### src/rtl/sd_spi_cmd_engine.sv
// sd_spi_cmd_engine: issues SD commands over SPI (mode 0) and collects the response.
//   CLOCK_50     : sole clock, rising edge
//   reset        : synchronous, active-high
//   init_req     : pulse, starts the INIT_CLKS power-up clock burst (CS high, MOSI high)
//   cmd_valid/cmd_ready, cmd_index, cmd_arg, cmd_long : command request handshake
//   resp_valid   : one-cycle completion pulse; resp_data/resp_timeout valid with it
//   sd_cs_n, sd_sclk, sd_mosi : SPI outputs to the card
//   sd_miso      : SPI input from the card, already synchronised
module sd_spi_cmd_engine #(
  parameter int unsigned CLK_DIV   = 125,
  parameter int unsigned NCR_MAX   = 8,
  parameter int unsigned INIT_CLKS = 80
) (
  input  logic        CLOCK_50,
  input  logic        reset,
  input  logic        init_req,
  input  logic        cmd_valid,
  output logic        cmd_ready,
  input  logic [5:0]  cmd_index,
  input  logic [31:0] cmd_arg,
  input  logic        cmd_long,
  output logic        resp_valid,
  output logic [39:0] resp_data,
  output logic        resp_timeout,
  output logic        sd_cs_n,
  output logic        sd_sclk,
  output logic        sd_mosi,
  input  logic        sd_miso
);

  localparam int unsigned DIV_W    = $clog2(CLK_DIV);
  localparam int unsigned CNT_W    = 16;
  localparam int unsigned FRAME_W  = 48;
  localparam int unsigned RESP_W   = 40;
  localparam int unsigned CRC_SPAN = 40;
  localparam int unsigned TAIL_CLKS = 8;

  localparam logic [DIV_W-1:0] DIV_LAST  = DIV_W'(CLK_DIV - 1);
  localparam logic [CNT_W-1:0] INIT_LAST = CNT_W'(INIT_CLKS - 1);
  localparam logic [CNT_W-1:0] POLL_LAST = CNT_W'(NCR_MAX * 8 - 1);
  localparam logic [CNT_W-1:0] SEND_LAST = CNT_W'(FRAME_W - 1);
  localparam logic [CNT_W-1:0] CRC_LAST  = CNT_W'(CRC_SPAN - 1);

  typedef enum logic [2:0] {
    IDLE = 3'd0,
    INIT = 3'd1,
    SEND = 3'd2,
    WAIT = 3'd3,
    RECV = 3'd4,
    TAIL = 3'd5
  } state_t;

  state_t state, state_n;

  logic [DIV_W-1:0]   div_cnt;
  logic [CNT_W-1:0]   bit_cnt;
  logic [CNT_W-1:0]   recv_last;
  logic [FRAME_W-1:0] sr;
  logic [6:0]         crc;
  logic [6:0]         crc_nx;
  logic               crc_fb;
  logic [RESP_W-1:0]  rx;
  logic               long_q;
  logic               to_q;

  logic tick, rise, fall, count_en;
  logic ready_d, cs_n_d, mosi_d, valid_d;

  // SCLK half-period tick; rise/fall name the SCLK edge the tick produces
  assign tick = (state != IDLE) && (div_cnt == DIV_LAST);
  assign rise = tick && !sd_sclk;
  assign fall = tick && sd_sclk;

  // Bits still to capture after the leading 0 found during polling
  assign recv_last = long_q ? CNT_W'(RESP_W - 2) : CNT_W'(6);

  // Serial CRC7 (x^7 + x^3 + 1) over the bit currently on the wire
  assign crc_fb = crc[6] ^ sr[FRAME_W-1];
  assign crc_nx = {crc[5:0], 1'b0} ^ (crc_fb ? 7'h09 : 7'h00);

  // Per-state bit counter event: falling edges while driving, rising edges while sampling
  always_comb begin
    count_en = 1'b0;
    unique case (state)
      INIT, SEND:       count_en = fall;
      WAIT, RECV, TAIL: count_en = rise;
      default:          count_en = 1'b0;
    endcase
  end

  // State register
  always_ff @(posedge CLOCK_50) begin
    if (reset) state <= IDLE;
    else       state <= state_n;
  end

  // Next-state logic
  always_comb begin
    state_n = state;
    unique case (state)
      IDLE: begin
        if (init_req)       state_n = INIT;
        else if (cmd_valid) state_n = SEND;
      end
      INIT: if (fall && bit_cnt == INIT_LAST) state_n = IDLE;
      SEND: if (fall && bit_cnt == SEND_LAST) state_n = WAIT;
      WAIT: begin
        if (rise) begin
          if (!sd_miso)                  state_n = RECV;
          else if (bit_cnt == POLL_LAST) state_n = TAIL;
        end
      end
      RECV: if (rise && bit_cnt == recv_last) state_n = TAIL;
      // TAIL is entered with SCLK high; count 8 more rising edges, leave on the following fall
      TAIL: if (fall && bit_cnt == CNT_W'(TAIL_CLKS)) state_n = IDLE;
      default: state_n = IDLE;
    endcase
  end

  // Output logic: next values of the registered SPI/handshake outputs
  always_comb begin
    ready_d = (state_n == IDLE);
    cs_n_d  = (state_n == IDLE) || (state_n == INIT);
    valid_d = (state == TAIL) && (state_n == IDLE);
    mosi_d  = 1'b1;
    if (state_n == SEND) begin
      if (state != SEND)
        mosi_d = 1'b0;  // start bit is presented before the first rising edge
      else if (fall)
        mosi_d = (bit_cnt == CRC_LAST) ? crc_nx[6] : sr[FRAME_W-2];
      else
        mosi_d = sd_mosi;
    end
  end

  // Registered outputs
  always_ff @(posedge CLOCK_50) begin
    if (reset) begin
      cmd_ready  <= 1'b1;
      sd_cs_n    <= 1'b1;
      sd_mosi    <= 1'b1;
      resp_valid <= 1'b0;
    end else begin
      cmd_ready  <= ready_d;
      sd_cs_n    <= cs_n_d;
      sd_mosi    <= mosi_d;
      resp_valid <= valid_d;
    end
  end

  // Datapath: divider, SCLK, counters, frame shifter, CRC, response capture
  always_ff @(posedge CLOCK_50) begin
    if (reset) begin
      div_cnt      <= '0;
      sd_sclk      <= 1'b0;
      bit_cnt      <= '0;
      sr           <= '0;
      crc          <= '0;
      long_q       <= 1'b0;
      to_q         <= 1'b0;
      rx           <= '0;
      resp_data    <= '0;
      resp_timeout <= 1'b0;
    end else begin
      if (state == IDLE || tick) div_cnt <= '0;
      else                       div_cnt <= div_cnt + DIV_W'(1);

      if (tick) sd_sclk <= ~sd_sclk;

      if (state != state_n) bit_cnt <= '0;
      else if (count_en)    bit_cnt <= bit_cnt + CNT_W'(1);

      // Accept: low byte is filler, replaced by {crc, stop} after 40 bits
      if (state == IDLE && state_n == SEND) begin
        sr     <= {2'b01, cmd_index, cmd_arg, 8'hFF};
        crc    <= '0;
        long_q <= cmd_long;
        to_q   <= 1'b0;
      end

      if (state == SEND && fall) begin
        if (bit_cnt <= CRC_LAST) crc <= crc_nx;
        if (bit_cnt == CRC_LAST) sr <= {crc_nx, 1'b1, 40'h0};
        else                     sr <= {sr[FRAME_W-2:0], 1'b1};
      end

      if (state == WAIT && rise) begin
        if (!sd_miso)                  rx   <= '0;  // leading 0 is response bit 7
        else if (bit_cnt == POLL_LAST) to_q <= 1'b1;
      end

      if (state == RECV && rise) rx <= {rx[RESP_W-2:0], sd_miso};

      if (valid_d) begin
        resp_data    <= to_q ? '1 : rx;
        resp_timeout <= to_q;
      end
    end
  end

endmodule

### config.mk
export PLATFORM = sky130hd
export DESIGN_NAME = sd_spi_cmd_engine
export DESIGN_NICKNAME = d
export VERILOG_FILES = /design/src/rtl/sd_spi_cmd_engine.sv
export SDC_FILE = /design/constraint.sdc
export NUM_CORES = 1
export LEC_CHECK = 0
export ABC_AREA = 1
export BUFFER_PORTS_ARGS = -buffer_cell sky130_fd_sc_hd__buf_2
export CAP_MARGIN = 15
export CORE_ASPECT_RATIO = 1.5
export CORE_UTILIZATION = 30
export CTS_BUF_LIST = sky130_fd_sc_hd__clkbuf_8
export DETAILED_ROUTE_END_ITERATION = 6
export GPL_TIMING_DRIVEN = 1
export PLACE_DENSITY = 0.58
export SLEW_MARGIN = 20
export SYNTH_ARGS = -nofsm -noshare
export SYNTH_HDL_FRONTEND = slang
export SYNTH_SLANG_ARGS = --single-unit
### constraint.sdc
create_clock -name CLOCK_50 -period 2.7 [get_ports CLOCK_50]
set_input_delay 0.405 -clock CLOCK_50 [delete_from_list [all_inputs] [get_ports CLOCK_50]]
set_output_delay 0.405 -clock CLOCK_50 [all_outputs]
set_load 0.02 [all_outputs]
==> impl_metrics.csv <==
group,metric,value,unit
timing,finalSetupViolCount,0,
power_and_ir_drop,ir_drop,0.000284,V
yosys,syn-num-nets,1134,
power_and_ir_drop,p_per_area,536,mW/mm^2
global_route,antenna_found_initial,1,
timing,period_share,86.3,%
die,start_util,30.5,%
yosys,synth_cells,1085,
placed_design,port-buffer-count,89,
timing,worstMarginPinSlew,0.649,ns
critical_path,crit_fanout,82,
yosys,synth-main-ff-cell,"dfxtp_1",
yosys,synth_edf_count,0,
drt,totalWireLength,17200,um
drt,vias,6699,
clocking,htree_levels,4,
global_route,grt_max_degree,84,
yosys,yosys_warnings,0,
clocking,clockBufferDepth,2,
clocking,clk_pin_slew_worst_paths,0.10,ns
die,std_cell_rows,71,
placed_design,dp.cells,1456,
yosys,syn_area,0.00761,mm^2
run_status,outcome,"finished clean",
yosys,async_reset_ff_share,0,%
global_route,grt_pass1_wl,29500,um
critical_path,worstPathRequired,3.07,ns
drt,antenna_left,0,
drt,first_iter_violations,233,
final_layout,fin_nets,1196,
placed_design,dpl.hpwl,11400,um
global_route,grt_pass1_vias,6377,
critical_path,crit_type,"flop to flop",
critical_path,arrival,2.70,ns
clocking,cts_root_buf,"clkbuf_8",
critical_path,path_buf_inv,2,
final_layout,drive_above_1_share,17.2,%
run,max_cap_violations,0,
yosys,netlist_top_cells_count,"287 x nand2_1, 169 x dfxtp_1, 136 x nor2_1",
yosys,synth_area_leader_cell,"dfxtp_1",
timing,clock.fmax,429,MHz
clocking,cts_tree,"yes",
timing,rsz0062_at_grt,"no",
die,io-pin-count,90,
timing,setup_tns,0,ns
yosys,synth-seq-area-share,44.4,%
final_layout,antennaDiodeCount,0,
critical_path,crit_family,"simple AND/OR/NAND/NOR gates",
timing,fin_ws,0.370,ns
final_layout,final_cells,1488,
clocking,clkSinkCount,169,
clocking,cts_buffers,17,
critical_path,start_kind,"flop",
clocking,postCtsSetupBuffers,0,
critical_path,worstSetupEndpointType,"flop",
power_and_ir_drop,p_leak,4.04,nW
drt,drc,0,
drt,dr.pass1.iters,4,
yosys,yosysMostFrequentCell,"nand2_1",
timing,final-hold-violation-count,0,
critical_path,crit_slowest_cell,"dfxtp_1",
timing,slew_headroom,56.7,%
die,fp.dieH,197,um
die,die_area,0.0260,mm^2
timing,drv_slew,0,
timing,skew,0.0200,ns
final_layout,syn_to_final_growth,14.7,%
die,core-area,0.0250,mm^2
drt,drt-wirelength-per-cell,11.6,um
yosys,synth_top_area_share,44.4,%
yosys,synthTopCellsByArea,"dfxtp_1 44%, nand2_1 14%, nor2_1 6.7%, inv_1 5.7%, a21oi_1 3.5%",
global_route,grt.total_usage,13.9,%
yosys,ys_ff_latch,169,
yosys,yosysUniqueCellTypes,34,
die,fp.dieW,132,um
placed_design,place_ws,0.309,ns
clocking,worstSkewPairLatency,0.47,ns
critical_path,crit_chain,"inv_1, ha_1, nand3_1, nor2_4, nand3_1, nor2_2, nand2_1, nand3_1, nor2_4, nand3_4, buf_12, nand2_1, nand2_1, nor2_1",
global_route,grt.overflow.total,0,
power_and_ir_drop,p_total,4.68,mW
timing,period_needed,2.33,ns
yosys,avgSynthCellArea,7.02,um^2
drt,drt-vias-per-instance,4.50,
min_path,min-delay-path-class,"primary input to flop",
placed_design,gp_congestion,0.890,
critical_path,cpPeakStageDelay,0.36,ns
[cells in the final DEF (no fill, tap or decap), drive strengths merged, types with 2 or more instances in the layout]
cell / instances
clkinv: 7
dfxtp: 169
a21oi: 53
a22oi: 6
o211ai: 7
buf: 103
ha: 5
nor3: 13
nand3: 55
a31oi: 33
nand2: 288
a221oi: 8
nand4: 11
xnor2: 2
or2: 40
clkbuf: 17
o21ai: 50
nor2: 142
nor4: 4
xor2: 15
inv: 129
[kinds of logic (layout without fill, tap and decap cells)]
logic type	Yosys count	after routing	share of synthesized area, %
buf+inv	182	257	9.70
flops	169	169	44.4
xor+xnor	17	17	1.96
compound gates	158	158	11.9
fa+ha+maj	5	5	0.822
simple gates	554	554	31.2
[worst paths after layout]
kind,slack [ns],start,to,depth (start not counted)
max,0.37,div_cnt[0]$_SDFF_PP0_,resp_data[32]$_SDFFE_PP0P_,14
max reg2reg,0.37,div_cnt[0]$_SDFF_PP0_,resp_data[32]$_SDFFE_PP0P_,14
min,0.18,cmd_arg[1],sr[9]$_SDFFE_PP0P_,3
min reg2reg,0.46,div_cnt[6]$_SDFF_PP0_,div_cnt[6]$_SDFF_PP0_,1
[flip-flops by register name (all words and copies together) (netlist names), 3 cells and up]
name,flops
rx,40
resp_data,40
crc,7
bit_cnt,16
sr,48
state,3
div_cnt,7
[area by class of cell]
class | instances | area (um^2)
fill | 2710 | 16200
multi-input combinational | 734 | 3520
clock buffer | 17 | 234
tap | 328 | 410
timing repair buffer | 103 | 576
clock inverter | 15 | 149
inverter | 122 | 458
sequential | 169 | 3380
[through the flow]
stage	cell area [um^2]	util, %	hold WS, ns
6_report	8730	35.0	0.185
5_1_grt	8730	35.0	0.171
4_1_cts	8730	35.0	0.154
3_5_place_dp	8350	33.4	0.451
3_3_place_gp	8340	33.4	0.444
2_1_floorplan	7610	-	0.422
[per-layer routing]
metal / wire [um] / GRT usage [%] / vias to the layer above
li1: - / - / 3561
met1: 7640 / 15.1 / 2986
met2: 8570 / 25.7 / 123
met3: 656 / 2.95 / 27
met4: 368 / 6.16 / 2
met5: 10 / 0 / -
[where the power goes]
part	switching (mW)	internal (mW)
sequential	0.0377	2.57
clock	1.08	0.691
combinational	0.201	0.109
total	1.32	3.37
[repair_timing]
action / in CTS / in global routing
gates resized for setup: 0 / 1
hold buffers: 0 / 0
endpoints found under the setup margin: 0 / 3
[tightest hold or removal path, delay by kind of cell]
family,cells,cell delay (ns)
buf+inv,1,0.09
simple gates,1,0.05
compound gates,1,0.07
Note: power is estimated with default switching activity, not from simulation.
